<file path="src/rtl/branch_cond_gen.sv">
// rtl/branch_cond_gen.sv - registered eq/lt/gt branch flag generator with operand wait
// Operand comes from the forward bus, the register file, or a bounded wait for a pending write.
module branch_cond_gen #(
    parameter int DATA_W     = 16,
    parameter int REG_W      = 3,
    parameter int WAIT_LIMIT = 16
) (
    input  logic              clk,
    input  logic              rst,
    input  logic              in_valid,
    output logic              in_ready,
    input  logic [4:0]        opcode,
    input  logic [REG_W-1:0]  rs_addr,
    input  logic [DATA_W-1:0] rs_data,
    input  logic              wb_pending,
    input  logic              fwd_valid,
    input  logic [REG_W-1:0]  fwd_addr,
    input  logic [DATA_W-1:0] fwd_data,
    input  logic              flush,
    output logic              out_valid,
    input  logic              out_ready,
    output logic              equalto,
    output logic              lt,
    output logic              gt,
    output logic [4:0]        out_opcode,
    output logic              timeout
);

    localparam int CNT_W = (WAIT_LIMIT > 2) ? $clog2(WAIT_LIMIT) : 1;
    localparam logic [CNT_W-1:0] CNT_LAST = CNT_W'(WAIT_LIMIT - 1);

    typedef enum logic [1:0] {IDLE, WAIT, HOLD} state_t;

    state_t             state, state_n;
    logic [CNT_W-1:0]   cnt, cnt_n;
    logic [REG_W-1:0]   cap_addr, cap_addr_n;
    logic [4:0]         cap_op, cap_op_n;
    logic               ov_n, eq_n, lt_n, gt_n, to_n;
    logic [4:0]         op_n;

    logic               is_branch, accept;
    logic               new_fwd, wait_fwd;
    logic               load;
    logic [DATA_W-1:0]  ld_d;
    logic [4:0]         ld_op;

    assign in_ready  = ((state == IDLE) | ((state == HOLD) & out_ready)) & ~flush;
    assign is_branch = (opcode[4:2] == 3'b011);
    assign accept    = in_valid & in_ready & is_branch;
    assign new_fwd   = fwd_valid & (fwd_addr == rs_addr);
    assign wait_fwd  = fwd_valid & (fwd_addr == cap_addr);

    always_comb begin
        state_n    = state;
        cnt_n      = cnt;
        cap_addr_n = cap_addr;
        cap_op_n   = cap_op;
        ov_n       = out_valid;
        eq_n       = equalto;
        lt_n       = lt;
        gt_n       = gt;
        op_n       = out_opcode;
        to_n       = 1'b0;
        load       = 1'b0;
        ld_d       = rs_data;
        ld_op      = opcode;

        if (flush) begin
            state_n = IDLE;
            cnt_n   = '0;
            ov_n    = 1'b0;
            eq_n    = 1'b0;
            lt_n    = 1'b0;
            gt_n    = 1'b0;
        end else if (accept) begin
            if (new_fwd || !wb_pending) begin
                load = 1'b1;
                ld_d = new_fwd ? fwd_data : rs_data;
            end else begin
                state_n    = WAIT;
                cnt_n      = '0;
                cap_addr_n = rs_addr;
                cap_op_n   = opcode;
                ov_n       = 1'b0;
                eq_n       = 1'b0;
                lt_n       = 1'b0;
                gt_n       = 1'b0;
            end
        end else begin
            case (state)
                WAIT: begin
                    if (wait_fwd || !wb_pending) begin
                        load  = 1'b1;
                        ld_d  = wait_fwd ? fwd_data : rs_data;
                        ld_op = cap_op;
                    end else if (cnt == CNT_LAST) begin
                        to_n    = 1'b1;
                        state_n = IDLE;
                        cnt_n   = '0;
                    end else begin
                        cnt_n = cnt + 1'b1;
                    end
                end
                HOLD: begin
                    // Consumer took the flags and nothing new arrived: drop back to idle.
                    if (out_ready) begin
                        state_n = IDLE;
                        ov_n    = 1'b0;
                        eq_n    = 1'b0;
                        lt_n    = 1'b0;
                        gt_n    = 1'b0;
                    end
                end
                default: ;
            endcase
        end

        if (load) begin
            state_n = HOLD;
            ov_n    = 1'b1;
            eq_n    = (ld_d == '0);
            lt_n    = ld_d[DATA_W-1];
            gt_n    = (ld_d != '0) & ~ld_d[DATA_W-1];
            op_n    = ld_op;
        end
    end

    always_ff @(posedge clk) begin
        if (rst) begin
            state      <= IDLE;
            cnt        <= '0;
            cap_addr   <= '0;
            cap_op     <= '0;
            out_valid  <= 1'b0;
            equalto    <= 1'b0;
            lt         <= 1'b0;
            gt         <= 1'b0;
            out_opcode <= '0;
            timeout    <= 1'b0;
        end else begin
            state      <= state_n;
            cnt        <= cnt_n;
            cap_addr   <= cap_addr_n;
            cap_op     <= cap_op_n;
            out_valid  <= ov_n;
            equalto    <= eq_n;
            lt         <= lt_n;
            gt         <= gt_n;
            out_opcode <= op_n;
            timeout    <= to_n;
        end
    end

endmodule

</file>
<file path="config.mk">
export PLATFORM = sky130hd
export DESIGN_NAME = branch_cond_gen
export DESIGN_NICKNAME = d
export VERILOG_FILES = /design/src/rtl/branch_cond_gen.sv
export SDC_FILE = /design/constraint.sdc
export NUM_CORES = 1
export LEC_CHECK = 0
export ABC_AREA = 1
export ABC_CLOCK_PERIOD_IN_PS = 1900
export CAP_MARGIN = 5
export CORE_MARGIN = 4
export CORE_UTILIZATION = 43
export DETAILED_ROUTE_END_ITERATION = 10
export PLACE_DENSITY = 0.8
export SLEW_MARGIN = 10
export SYNTH_ARGS = -nofsm -noshare
export SYNTH_HDL_FRONTEND = slang
export SYNTH_SLANG_ARGS = --single-unit
</file>
<file path="constraint.sdc">
create_clock -name clk -period 1.9 [get_ports clk]
set_clock_uncertainty 0.05 [all_clocks]
set_input_delay 0.285 -clock clk [delete_from_list [all_inputs] [get_ports clk]]
set_output_delay 0.285 -clock clk [all_outputs]
set_load 0.03 [all_outputs]
</file>
**Yosys cells after proc, flatten, opt, wreduce, memory -nomap -nowiden**

Cells that the tools add are included.
Widths: inputs -> output; s select.

- Mux-type cells: 39
- Bitwise logic cells: 12
- Reduce and logical (&&, ||, !) cells: 19
- $add $sub $neg: 1
- Equal/unequal tests: 15

Operator list:

| kind | number |
|---|---|
| $mux 16 | 7 |
| $mux 4 | 5 |
| $mux 5 | 4 |
| $logic_not 16->1 | 1 |
| $reduce_bool 16->1 | 1 |
| $mux 1 | 15 |
| $ne 5x5->1 const B | 3 |
| $mux 2 | 7 |
| $reduce_and 5->1 | 2 |
| $ne 3x3->1 const B | 3 |
| $reduce_and 3->1 | 3 |
| $reduce_bool 4->1 | 2 |
| $and 1x1->1 | 7 |
| $eq 3x3->1 | 2 |
| $reduce_bool 5->1 | 1 |
| $reduce_or 5->1 | 1 |
| $add 4x1->4 const B | 1 |
| $eq 4x4->1 const B | 1 |
| $ne 2x2->1 const B | 2 |
| $ne 4x4->1 const B | 1 |
| $not 1->1 | 4 |
| $pmux 2 s2 | 1 |
| $eq 3x2->1 const B | 1 |
| $reduce_bool 3->1 | 1 |
| other kinds (9) | 10 |

- Output and inout bits: 11
- Input bits: 50
- Word-level logic and storage cells: 97
- Flip-flop bits (word level): 24

**Depth between registers and ports, before layout**

- Depth in word-level cells: 11
- Depth in mapped cells: 12
- Mapped depth without buffers: 12

**Least setup slack after synthesis**

No wires, ideal clock.

- Kind: input -> register
- Start point: input port flush
- End point: register cap_addr[0]
- Cell stages on the path: 10
- Setup slack: 0.467 ns
- Data arrival time: 1.267 ns
- Buffers on the path: 2
- Path through: buf_6 -> nor2_4 -> nand2_2 -> nor2_4 -> inv_2 -> nor2_4 -> buf_6 -> inv_2 -> o21ai_2 -> a21oi_2

- Cells in the longest elaborated chain, start to end: 5

Ends and longest elaborated chain:

| what | RTL line | text |
|---|---|---|
| start: declaration | 19 | `input logic flush,` |
| $not 1->1 (no source line) * | - |  |
| $and 1x1->1 | 47 | `assign in_ready = ((state == IDLE) \| ((state == HOLD) & out_ready)) & ~flush;` |
| $and 1x1->1 (2 in a row) | 49 | `assign accept = in_valid & in_ready & is_branch;` |
| $reduce_and 3->1 (no source line) * | - |  |
| end signal: assignment | 143 | `cap_addr <= cap_addr_n;` |
| end: declaration | 36 | `logic [REG_W-1:0] cap_addr, cap_addr_n;` |

Every way passes the cells marked *; elsewhere a longest branch is shown, timed or not.
A chain may end at the register's enable or synchronous reset.

**Worst setup path in the final report**

- Start point: register equalto
- End point: output port equalto

RTL lines:

| what | RTL line | text |
|---|---|---|
| start: declaration | 22 | `output logic equalto,` |
| start signal: assignment | 146 | `equalto <= eq_n;` |

No word-level cell between the ends.

==> reports/results.txt <==
run status: finished clean
sequential element share of the synthesized area: 0.327
io pins: 61
critical hold path startpoint: cap_op[2]
Leakage Power: 0.000942 µW
# DRC: 0
Worst Hold Depth: 2
Critical Path Max Stage Delay: 0.68 ns
Final WS setup: 0.208 ns
clk buf depth: 2
# hold bufs at CTS: 0
Post-CTS Setup Inserts: 0
critical path, cell by cell: clkdlybuf4s50_1
initial core utilization: 0.465
Highest Clock Rate: 591 MHz
max_cap viols: 0
Total GRT Usage: 0.181
Clock Root Buffer: clkbuf_4
Hold Slack: 0.406 ns
Num CTS Buffers: 3
DP HPWL: 3.15 mm
Final Hold Fails: 0
first drt pass iteration count: 4
Resize count post-CTS: 0
most frequent cells in the layout: clkdlybuf4s50_1 (59), nand2_1 (53), nor2_1 (43)
critical path type: reg -> out
DRC marker count from the first detailed-route iteration: 40
clock sink total: 24
Crit path max-delay family: buffers and inverters
full die area: 4410 µm²
most common cell after layout, fill and taps aside: clkdlybuf4s50_1
antenna violations before repair: 0
Slew headroom: 0.791
Slew Viols, Final: 0
WP buf/inv: 1
slowest CP cell: clkdlybuf4s50_1
Syn Inst Count: 226
Worst Tran Pin Value: 0.312 ns
CP arrival: 1.36 ns
Clock Latency Late Sink: 0.31 ns
reg2reg path depth: 10
Syn Nets: 277
Seq cells post-synth: 24
maximum vdd drop: 0.362 mV
count of cell types in the netlist: 29
Post-Syn Area: 1470 µm²
Crit Path Max Fanout: 2
clock slew at reported path FFs: 0.12 ns
hold path endpoint: cap_op[2]
Tmin final: 1.69 ns
Crit Reg-Reg Startpoint: state[0]
area delta synth->final: 52.2%
Cell Rows: 20
P per Cell Area: 426 nW/µm²
Die X: 66.4 µm
pre-CTS setup slack: -0.0830 ns
Setup violations, final: 0
Core ar.: 3150 µm²
CTS tree: built
Die Ht: 66.4 µm
vias in the first global route: 1,570
layout cells sized above 1: 0.169
Required @ worst endpoint: 1.56 ns
DRT Wirelength: 3.72 mm
Nets: 354
largest net degree at the start of global routing: 13
first-pass GRT wire length: 6.33 mm
GRT overflow: 0
Min-Delay Path Class: reg -> reg
Syn Area/Cell: 6.49 µm²
Startpoint Class: flop
Syn. warnings: 0
post-detailed-route wirelength per cell: 10.8 µm
via count: 1,610
period utilization: 0.890
unrepaired setup endpoints after global routing: no
worst r2r dst: gt
routability congestion estimate from global placement: 0.820
Ant. Diodes: 0
DR vias/cell: 4.67
Port Buffers: 60
FF-to-FF setup slack: 0.35 ns
H-tree levels: 1
DRT antenna net count: 0
CP endpoint kind: output port
## routing by layer
layer | share of wire | track usage | wire (µm) | vias up
met5 | 0 | 0 | 0 | -
met4 | 0.0056 | 0.0254 | 21 | 0
met3 | 0.051 | 0.0425 | 191 | 4
met2 | 0.49 | 0.335 | 1820 | 36
met1 | 0.45 | 0.214 | 1680 | 706
li1 | - | - | - | 864
## metrics by stage
step	utilization	TNS, ns	power (µW)	area, µm²	instances
floorplan	-	0	607	1470	226
global route	0.708	0	996	2230	345
global placement	0.701	-0.587	747	2210	342
finish	0.708	0	952	2230	345
detailed placement	0.701	-0.852	750	2210	342
CTS	0.708	0	957	2230	345
## cells by family after synthesis
group | share of synthesized area
flops | 0.327
simple gates | 0.408
fa+ha+maj | 0.00852
compound gates | 0.163
buf+inv | 0.0929
## synth_stat cells
master | count | area [µm²]
buf_6 | 2 | 22.5
nor2_4 | 4 | 45.0
clkbuf_1 | 2 | 7.51
nand3_1 | 10 | 50.1
clkinv_2 | 1 | 5.00
nand2_1 | 53 | 199
o21ai_1 | 5 | 25.0
inv_2 | 5 | 18.8
and2_1 | 1 | 6.26
or2_1 | 1 | 6.26
nor3_1 | 3 | 15.0
o211ai_1 | 2 | 15.0
ha_1 | 1 | 12.5
a31oi_1 | 1 | 6.26
nand2_4 | 3 | 33.8
inv_1 | 22 | 82.6
o21ai_2 | 2 | 17.5
nor2_2 | 3 | 18.8
o211a_1 | 1 | 10.0
nand2_2 | 5 | 31.3
a21oi_2 | 3 | 26.3
or2_2 | 2 | 12.5
dfxtp_1 | 24 | 480
a21oi_1 | 12 | 60.1
o21ai_0 | 11 | 55.1
o21ai_4 | 1 | 16.3
nor2_1 | 43 | 161
nand3_2 | 2 | 20.0
a211oi_1 | 1 | 7.51
## where the power goes
part	leakage, µW	total [µW]	internal, µW	switching (µW)
Combinational	0.000735	229	139	90.4
Sequential	0.000193	509	507	2.32
Clock	0.0000138	213	74.1	139
Total	0.000942	952	720	232
## cell type report
class / instances / area, µm²
Multi-Input combinational cell: 170 / 851
Tap cell: 44 / 55.1
Clock buffer: 3 / 22.5
Fill cell: 298 / 920
Timing Repair Buffer: 76 / 718
Sequential cell: 24 / 480
Inverter: 28 / 106
## how the worst max path moves through the flow
stage	start	endpoint	slack (ns)	cells after the start
after detailed placement	fwd_addr[1]	gt	-0.08	14
after CTS	out_opcode[2]	out_opcode[2]	0.21	1
final	equalto	equalto	0.21	1
after global placement	flush	gt	-0.12	12
after floorplan	flush	cap_addr[0]	0.47	10
after global routing	fwd_addr[2]	gt	0.03	14
## sequential cells by signal, indices dropped and copies added (netlist names)
register    flops
cnt             4
lt              1
cap_addr        3
out_valid       1
cap_op          5
state           2
equalto         1
timeout         1
out_opcode      5
gt              1
## worst register-to-register path: stages, from the launching register on
cell     delay (ns)
dfxtp_1        0.44
inv_1          0.11
nor2_4         0.18
nand3_1        0.14
nand2_2        0.11
nand2_1        0.05
nand2_1        0.05
nand2_1        0.08
nor2_1         0.11
nand2_1        0.08
a21oi_2        0.10
Power figures use the tool's default switching activity.
